`src/rtl/alu_bitserial_logic.sv`:
```
// alu_bitserial_logic: bit-serial bitwise logic unit.
// A command carries an opcode and two operands over a valid/ready port.
// The block then runs them through a single 1-bit logic cell, LSB first,
// one bit per clock. The WIDTH-bit result is returned over a valid/ready
// result port.
// Optional build macro ALU_SEQ_OPCOUNT_EN adds the ops_done port. ops_done
// is a saturating 16-bit count of completed result handshakes.
module alu_bitserial_logic #(
  parameter int WIDTH = 8,   // operand/result width, >= 2
  parameter int CNT_W = 4    // bit counter width, 2**CNT_W >= WIDTH
) (
  input  logic             clk,
  input  logic             rst,
  input  logic             cmd_valid,
  output logic             cmd_ready,
  input  logic [2:0]       cmd_op,
  input  logic [WIDTH-1:0] cmd_inp1,
  input  logic [WIDTH-1:0] cmd_inp2,
  output logic             res_valid,
  input  logic             res_ready,
  output logic [WIDTH-1:0] res_out,
  output logic             res_zero,
  output logic             busy
`ifdef ALU_SEQ_OPCOUNT_EN
  ,
  output logic [15:0]      ops_done
`endif
);

  typedef enum logic [1:0] {
    IDLE  = 2'd0,
    SHIFT = 2'd1,
    DONE  = 2'd2
  } state_t;

  localparam logic [CNT_W-1:0] LAST_BIT = CNT_W'(WIDTH - 1);

  state_t           state, state_next;
  logic [2:0]       op_q;
  logic [WIDTH-1:0] a_sh, b_sh, r_sh;
  logic [CNT_W-1:0] cnt;
  logic             idle_q;
  logic             bit_val;
  logic             accept;
  logic             res_hs;

  assign accept = cmd_valid && cmd_ready;
  assign res_hs = (state == DONE) && res_ready;

  // Next-state logic for the IDLE -> SHIFT -> DONE sequence.
  always_comb begin
    // NOTE: every combinational output gets a default first so no path leaves it unassigned (no latch).
    state_next = state;
    case (state)
      IDLE:    if (accept)          state_next = SHIFT;
      SHIFT:   if (cnt == LAST_BIT) state_next = DONE;
      DONE:    if (res_ready)       state_next = IDLE;
      default:                      state_next = IDLE;
    endcase
  end

  // The single 1-bit logic cell, fed by the operand LSBs.
  always_comb begin
    bit_val = 1'b0;
    case (op_q)
      3'b000:  bit_val =   a_sh[0] & b_sh[0];
      3'b001:  bit_val =   a_sh[0] | b_sh[0];
      3'b010:  bit_val =   a_sh[0] ^ b_sh[0];
      3'b011:  bit_val = ~(a_sh[0] & b_sh[0]);
      3'b100:  bit_val = ~(a_sh[0] | b_sh[0]);
      3'b101:  bit_val = ~(a_sh[0] ^ b_sh[0]);
      3'b110:  bit_val =  ~a_sh[0];
      default: bit_val =   b_sh[0];
    endcase
  end

  // State register plus the registered idle flag that drives cmd_ready.
  always_ff @(posedge clk or posedge rst) begin
    // NOTE: sequential state uses non-blocking (<=) so every register samples pre-edge values.
    if (rst) begin
      state  <= IDLE;
      idle_q <= 1'b0;
    end else begin
      state  <= state_next;
      idle_q <= (state_next == IDLE);
    end
  end

  // Operand/result shift registers and the bit counter.
  always_ff @(posedge clk or posedge rst) begin
    if (rst) begin
      op_q <= '0;
      a_sh <= '0;
      b_sh <= '0;
      r_sh <= '0;
      cnt  <= '0;
    end else begin
      case (state)
        IDLE: begin
          if (accept) begin
            op_q <= cmd_op;
            a_sh <= cmd_inp1;
            b_sh <= cmd_inp2;
            r_sh <= '0;
            cnt  <= '0;
          end
        end
        SHIFT: begin
          r_sh <= {bit_val, r_sh[WIDTH-1:1]};
          a_sh <= a_sh >> 1;
          b_sh <= b_sh >> 1;
          cnt  <= cnt + 1'b1;
        end
        DONE: begin
          // Result is consumed; drop it so nothing stale lingers.
          if (res_hs) r_sh <= '0;
        end
        default: ;
      endcase
    end
  end

`ifdef ALU_SEQ_OPCOUNT_EN
  logic [15:0] ops_cnt;

  // Saturating count of completed result handshakes.
  always_ff @(posedge clk or posedge rst) begin
    if (rst)                             ops_cnt <= '0;
    else if (res_hs && ops_cnt != 16'hFFFF) ops_cnt <= ops_cnt + 16'd1;
  end

  assign ops_done = ops_cnt;
`endif

  assign cmd_ready = idle_q;
  assign busy      = (state != IDLE);
  assign res_valid = (state == DONE);
  assign res_out   = res_valid ? r_sh : '0;
  assign res_zero  = res_valid && (r_sh == '0);

endmodule
```
`config.mk`:
```
export PLATFORM = sky130hd
export DESIGN_NAME = alu_bitserial_logic
export DESIGN_NICKNAME = d
export VERILOG_FILES = /design/src/rtl/alu_bitserial_logic.sv
export SDC_FILE = /design/constraint.sdc
export NUM_CORES = 1
export LEC_CHECK = 0
export CAP_MARGIN = 20
export CORE_ASPECT_RATIO = 2
export CORE_MARGIN = 5
export CORE_UTILIZATION = 54
export DETAILED_ROUTE_END_ITERATION = 8
export GPL_ROUTABILITY_DRIVEN = 0
export PLACE_DENSITY = 0.84
export SYNTH_ARGS = -nofsm -noshare
export SYNTH_HDL_FRONTEND = slang
export SYNTH_SLANG_ARGS = --single-unit
```
`constraint.sdc`:
```
create_clock -name clk -period 2 [get_ports clk]
set_input_delay 0.2 -clock clk [delete_from_list [all_inputs] [get_ports clk]]
set_output_delay 0.2 -clock clk [all_outputs]
set_load 0.05 [all_outputs]
```
## Word level (Yosys, flattened, before mapping)

Index checks and enable logic that the tools add are counted.

| storage, ports and cells | value |
|---|---|
| input bits | 23 |
| register bits after elaboration | 34 |
| logic and storage cells | 54 |

| cells by class | value |
|---|---|
| bitwise gates (word level) | 7 |
| equality and inequality tests | 11 |
| reduce and logical (&&, ||, !) cells | 13 |
| mux-type cells | 15 |
| add/subtract/negate cells | 1 |

Operators with widths:

| operator | count |
|---|---|
| $mux 8 | 5 |
| $pmux 8 s2 | 2 |
| $pmux 8 s3 | 1 |
| $eq 3x3->1 const B | 3 |
| $logic_not 8->1 | 1 |
| $pmux 4 s2 | 1 |
| $pmux 1 s7 | 1 |
| $eq 3x2->1 const B | 2 |
| $mux 2 | 3 |
| $pmux 2 s3 | 1 |
| $add 4x1->4 const B | 1 |
| $eq 4x3->1 const B | 1 |
| $logic_not 2->1 | 2 |
| $mux 4 | 1 |
| $not 1->1 | 4 |
| $reduce_and 2->1 | 2 |
| $reduce_bool 2->1 | 2 |
| $eq 3x1->1 const B | 1 |
| $logic_and 1x1->1 | 3 |
| $logic_not 3->1 | 1 |
| $reduce_and 3->1 | 1 |
| $reduce_bool 3->1 | 1 |
| $eq 2x1->1 const B | 1 |
| $eq 2x2->1 const B | 1 |
| other kinds (5) | 5 |

## Depth between registers and ports, before layout

Gate-level depths: netlist of run 1.

| logic depth | value |
|---|---|
| depth in word-level cells | 4 |
| mapped depth | 6 |
| mapped depth without buffers | 6 |

## Worst setup path before layout of run 1

Ideal clock, no wire load.

| timing path | value |
|---|---|
| kind | register to output |
| start point | register state[0] |
| end point | output res_zero |
| slack | 315 ps |
| arrival time | 1,485 ps |
| buffers on the path | 1 |
| stages on the path, launching flop included | 5 |
| cell sequence | dfrtp_1 nand2b_1 inv_1 buf_2 and3_1 |

| on the way | value |
|---|---|
| longest elaborated chain between the ends | 2 |

RTL lines:

| item | RTL line | RTL |
|---|---|---|
| start: declaration | 38 | `state_t state, state_next;` |
| start signal: assignment | 84 | `state <= state_next;` |
| $eq 2x2->1 | 137 | `assign res_valid = (state == DONE);` |
| named net res_valid | 19 | `output logic res_valid,` |
| $logic_and 1x1->1 | 139 | `assign res_zero = res_valid && (r_sh == '0);` |
| end: declaration | 22 | `output logic res_zero,` |

The timed path passes the listed nets, and every way through them passes these cells.

## Final worst setup path of run 1

| timing path | value |
|---|---|
| start point | register state[0] |
| end point | output busy |

| on the way | value |
|---|---|
| longest elaborated chain between the ends | 1 |

RTL lines:

| item | RTL line | RTL |
|---|---|---|
| $reduce_bool 2->1 | 136 | `assign busy = (state != IDLE);` |
| end: declaration | 23 | `output logic busy` |

No other way between the ends.

==> impl_metrics.yaml, run 1 <==
clock_tree:
  cts_buffers: 5
  ctsResizeCount: 0
  cts_tree: "yes"
  cts_setup_buffers: 0
  cts_sinks: 34
  clk_path_buf_depth: 2
  hold_buffers: 0
  cts-root-buf: "clkbuf_8"
  clkTransAtPathRegs_ns: 0.08
  clk_latency_ns: 0.29
  h-tree-depth: 2
worst_setup_path:
  path_cells: "or2_2, clkdlybuf4s50_1"
  crit_buf_inv: 1
  path_max_fanout: 5
  cp-start-kind: "flop"
  critPathRequiredTime_ns: 1.80
  worst_path_max_delay_cell: "clkdlybuf4s50_1"
  slowest_delay_ns: 0.71
  worst_ep_arrival_time_ns: 1.76
  crit_type: "flop to output port"
  worst_setup_path_end_kind: "output port"
  path_delay_family: "buffers and inverters"
die:
  rows: 28
  die_h_um: 87.6
  ios: 35
  die-area_um2: 4270
  fp.dieW_um: 48.8
  core_area_um2: 2940
  start_util_pct: 55.2
power_and_ir_drop:
  power_density_nw_per_um2: 1410
  ir_drop_mv: 0.920
  pwr-share-clk_pct: 20.3
  p_sw_mw: 1.15
  p_int_mw: 1.91
  pwr-share-comb_pct: 39.9
  switching_share_pct: 37.6
  power_leakage_nw: 0.995
  seq_power_share_pct: 39.8
synth:
  avgSynthCellArea_um2: 10.8
  syn_inst: 151
  yosysUniqueCellTypes: 31
  synth_area_um2: 1620
  seq_area_frac_synth_pct: 52.4
  synth_nets: 177
  ys_ff_latch: 34
  synth.top_cells.by_area: "dfrtp_1 (52%), mux2i_1 (9.2%), o21ai_0 (6.2%), a22o_1 (5.4%), nand2_1 (4.6%)"
  synth_top_cell_area_share_pct: 52.4
  synth_area_leader_cell: "dfrtp_1"
  yosysWarnings: 0
sta:
  worstMarginPinSlew_ns: 0.584
  setup_violations: 0
  max_freq_ghz: 0.511
  relSlewSlack_pct: 61.1
  hold_slack_ns: 0.303
  rsz0062_at_grt: "no"
  slew_viol_final: 0
  fin_crit_ns: 1.96
  setup_slack_ns: 0.0427
  finalCritPeriodShare_pct: 97.9
  fin_skew_ns: 0.00970
  tns_ns: 0
  hold_viol: 0
finish:
  nets: 213
  syn_to_final_growth_pct: 33.8
  n_antenna_cell: 0
  drive_above_1_share_pct: 13.8
flow_run:
  drv_cap: 0
run_status:
  outcome: "finished clean"
placed_design:
  io_buffers: 34
  pre_cts_ws_ns: 0.362
  place_hpwl_mm: 2.40
grt:
  grt-ovfl-total: 0
  grt_max_degree: 35
  antenna_found_initial: 0
  grt_use_total_pct: 17.0
  grt_pass1_wl_mm: 5.69
  grt_pass1_vias: 1322
routing:
  drcViolationCount: 0
  first_pass_iters: 4
  drt_iter0_drc: 25
  finalWirelength_mm: 3.24
  viasPerCell: 5.67
  detail-route-antenna-nets: 0
  vias: 1235
  wl_per_cell_um: 14.9
min_path:
  hp-class: "primary input to async pin"
-- worst paths after layout --
kind / to / cells after the start / startpoint / slack, ns
worst max register to register: op_q[0] / 3 / state[0] / 0.53
worst min register to register: a_sh[5] / 2 / a_sh[5] / 0.48
worst max-delay path: busy / 2 / state[0] / 0.04
min in group clk: op_q[2] / 3 / cmd_op[2] / 0.47
worst min-delay path: b_sh[7] / 3 / rst / 0.30
max in group asynchronous: state[1] / 3 / rst / 1.39
-- worst reg2reg max path, delay by kind of cell, from the launching register on --
family	cells	cell delay [ns]
DFF	1	0.41
muxes	1	0.37
and+or+nand+nor	2	0.56
-- routing by layer --
metal	part of all wire, %	global-route usage [%]	up-vias
met5	0	0	-
met4	2.5	9.07	0
met3	5.4	4.26	7
met2	55	31.4	35
met1	37	17.1	593
li1	-	-	600
-- logic make-up (layout without fill, tap and decap cells) --
logic type / after synthesis / after routing / share of synthesized area [%]
AOI/OAI and AO/OA: 39 / 39 / 16.4
xor gates and xnor gates: 1 / 1 / 0.539
adders and majority gates: 3 / 3 / 2.31
buffers and inverters: 13 / 50 / 4.08
DFF: 34 / 34 / 52.4
muxes: 17 / 17 / 10.6
and+or+nand+nor: 44 / 44 / 13.6
-- layout by cell type, fill, tap and decap left out, drive strengths merged, types with 2 or more instances in the layout --
master,count
dfrtp,34
clkdlybuf4s50,24
nand2,20
o21ai,20
mux2i,15
buf,13
a22o,10
and2,8
inv,5
clkbuf,5
nor2,4
ha,3
a21oi,2
nor2b,2
nand2b,2
mux2,2
nand3,2
nor4,2
clkinv,2
or2,2
-- cells in the mapped netlist, drive strengths merged --
library cell  instances
a22o                 10
xor2                  1
mux2i                15
nand3                 2
and2                  8
nand2b                2
a21boi                1
a2111o                1
a21oi                 2
o2111ai               1
dfrtp                34
and3                  1
or2                   2
o21ai                20
nand3b                1
nor2                  4
mux2                  2
nor4                  2
clkbuf                1
ha                    3
inv                   5
nand2                20
buf                   7
a211oi                1
o2bb2ai               1
o22ai                 1
nor2b                 2
a21o                  1
-- power groups by stage --
stage          sequential, mW  combinational [mW]  clock, mW
2_1_floorplan            1.20               0.951          0
3_3_place_gp             1.20                1.16          0
3_5_place_dp             1.23                1.23          0
4_1_cts                  1.21                1.24      0.631
5_1_grt                  1.26                1.36      0.658
6_report                 1.22                1.22      0.619
-- through the flow --
step / instances / power, mW / cell area (um^2) / utilization, %
5_1_grt: 218 / 3.28 / 2170 / 73.9
2_1_floorplan: 151 / 2.15 / 1620 / -
3_3_place_gp: 210 / 2.37 / 2060 / 70.2
4_1_cts: 218 / 3.08 / 2170 / 73.9
3_5_place_dp: 210 / 2.46 / 2060 / 70.2
6_report: 218 / 3.06 / 2170 / 73.9
-- area by class of cell --
class | instances | area, um^2
Sequential cell | 34 | 851
Clock inverter | 3 | 40.0
Multi-Input combinational cell | 104 | 707
Inverter | 5 | 18.8
Clock buffer | 5 | 68.8
Fill cell | 212 | 769
Tap cell | 30 | 37.5
Timing Repair Buffer | 37 | 450
-- flip-flops by register name (all words and copies together) (netlist names) --
| register | cells |
|---|---|
| state | 2 |
| b_sh | 8 |
| a_sh | 8 |
| r_sh | 8 |
| cnt | 4 |
| cmd_ready | 1 |
| op_q | 3 |
Note: power is estimated with default switching activity, not from simulation.
==> run 2: changes to the inputs <==
--- a/config.mk
+++ b/config.mk
@@ -5,12 +5,11 @@
 export SDC_FILE = /design/constraint.sdc
 export NUM_CORES = 1
 export LEC_CHECK = 0
-export CAP_MARGIN = 20
 export CORE_ASPECT_RATIO = 2
 export CORE_MARGIN = 5
 export CORE_UTILIZATION = 54
 export DETAILED_ROUTE_END_ITERATION = 8
-export GPL_ROUTABILITY_DRIVEN = 0
+export MAX_ROUTING_LAYER = met4
 export PLACE_DENSITY = 0.84
 export SYNTH_ARGS = -nofsm -noshare
 export SYNTH_HDL_FRONTEND = slang
==> run 2 against run 1 <==
Net effect:
- first-iteration DRC count did not move
- utilization did not move
- power barely moved
- register-to-register slack barely moved
- final area did not move
- clock power barely moved
- global-route usage rose by 0.49 points
- critical endpoint unchanged
- largest power group unchanged
==> impl_metrics.yaml, run 2 (synthesis results as in run 1) <==
run_status:
  outcome: "finished clean"
worst_setup_path:
  r2r-end: "op_q[0]"
  cp-start-kind: "flop"
  reg2reg_slack_ns: 0.53
  r2r_start: "state[0]"
  path_max_fanout: 5
  worst_setup_path_end_kind: "output port"
  worst_ep_arrival_time_ns: 1.76
  critPathRequiredTime_ns: 1.80
  reg2reg_depth: 3
  crit_type: "flop to output port"
sta:
  tns_ns: 0
  fin_skew_ns: 0.00930
  slew_viol_final: 0
  setup_violations: 0
  fin_crit_ns: 1.96
  relSlewSlack_pct: 60.8
  rsz0062_at_grt: "no"
  finalCritPeriodShare_pct: 97.9
  max_freq_ghz: 0.511
  worstMarginPinSlew_ns: 0.588
  hold_slack_ns: 0.304
  hold_viol: 0
clock_tree:
  clkTransAtPathRegs_ns: 0.08
  cts_setup_buffers: 0
  h-tree-depth: 2
  clk_latency_ns: 0.29
  cts_tree: "yes"
  cts_buffers: 5
  clk_path_buf_depth: 2
  cts_sinks: 34
  cts-root-buf: "clkbuf_8"
  ctsResizeCount: 0
  hold_buffers: 0
die:
  ios: 35
  core_area_um2: 2940
  die_h_um: 87.6
  start_util_pct: 55.2
  rows: 28
  fp.dieW_um: 48.8
  die-area_um2: 4270
finish:
  layout_common_cells: "dfrtp_1 (34), clkdlybuf4s50_1 (24), nand2_1 (20), o21ai_0 (20), mux2i_1 (15)"
  fillers: 212
  nets: 213
  largest_registers: "a_sh (8), b_sh (8), r_sh (8)"
  drive_above_1_share_pct: 13.8
  layout_commonest_cell: "dfrtp_1"
  n_antenna_cell: 0
  syn_to_final_growth_pct: 33.8
power_and_ir_drop:
  power_leakage_nw: 0.995
  power_density_nw_per_um2: 1410
  ir_drop_mv: 0.921
flow_run:
  drv_cap: 0
routing:
  drcViolationCount: 0
  first_pass_iters: 4
  detail-route-antenna-nets: 0
  drt_iter0_drc: 25
  viasPerCell: 5.67
  vias: 1236
  wl_per_cell_um: 14.9
  finalWirelength_mm: 3.25
grt:
  grt_pass1_vias: 1324
  grt-ovfl-total: 0
  grt_use_total_pct: 17.5
  grt_max_degree: 35
  antenna_found_initial: 0
  grt_pass1_wl_mm: 5.68
placed_design:
  gp_congestion: 0.824
  place_hpwl_mm: 2.40
  io_buffers: 34
min_path:
  hp-class: "primary input to async pin"
[run 2: worst max path at each step]
stage                     slack, ns     start        to  depth (start not counted)
final                          0.04  state[0]      busy                          2
after global routing           0.01  state[0]      busy                          2
after CTS                      0.03  state[0]      busy                          2
after detailed placement       0.36  state[0]      busy                          2
after global placement         0.38  state[0]      busy                          2
after floorplan                0.32  state[0]  res_zero                          4
[run 2: area by class of cell]
type	count	area, um^2	share of cell area [%]
clock inverters	3	40.0	1.84
well taps	30	37.5	1.73
inverters	5	18.8	0.864
flip-flops and latches	34	851	39.1
repair buffers	37	450	20.7
multi-input cells	104	707	32.5
clock buffers	5	68.8	3.17
[run 2: through the flow]
| step | util (%) | worst slack [ns] | total power, mW | cell area, um^2 | instances |
|---|---|---|---|---|---|
| after floorplan | - | 0.315 | 2.15 | 1620 | 151 |
| after detailed placement | 70.2 | 0.362 | 2.46 | 2060 | 210 |
| after global routing | 73.9 | 0.0122 | 3.28 | 2170 | 218 |
| after global placement | 70.2 | 0.383 | 2.37 | 2060 | 210 |
| final | 73.9 | 0.0427 | 3.06 | 2170 | 218 |
| after CTS | 73.9 | 0.0344 | 3.08 | 2170 | 218 |
[run 2: worst max-delay path: stages (launching register included)]
cell and delay (ns):
dfrtp_1 0.41, or2_2 0.34, clkdlybuf4s50_1 0.71
[run 2: report_power, final]
group          internal (mW)  leakage [nW]  switching, mW  total, mW
logic                  0.555         0.506          0.664       1.22
clock network          0.367        0.0579          0.253      0.620
registers              0.985         0.431          0.233       1.22
total                   1.91         0.995           1.15       3.06
[run 2: layer usage]
layer  up-vias  routed length (um)  GRT usage (%)
met1       593                1200           17.2
met5         -                   0              -
met3         7                 177           4.09
met2        37                1800           31.3
li1        599                   -              -
met4         0                  81           9.07
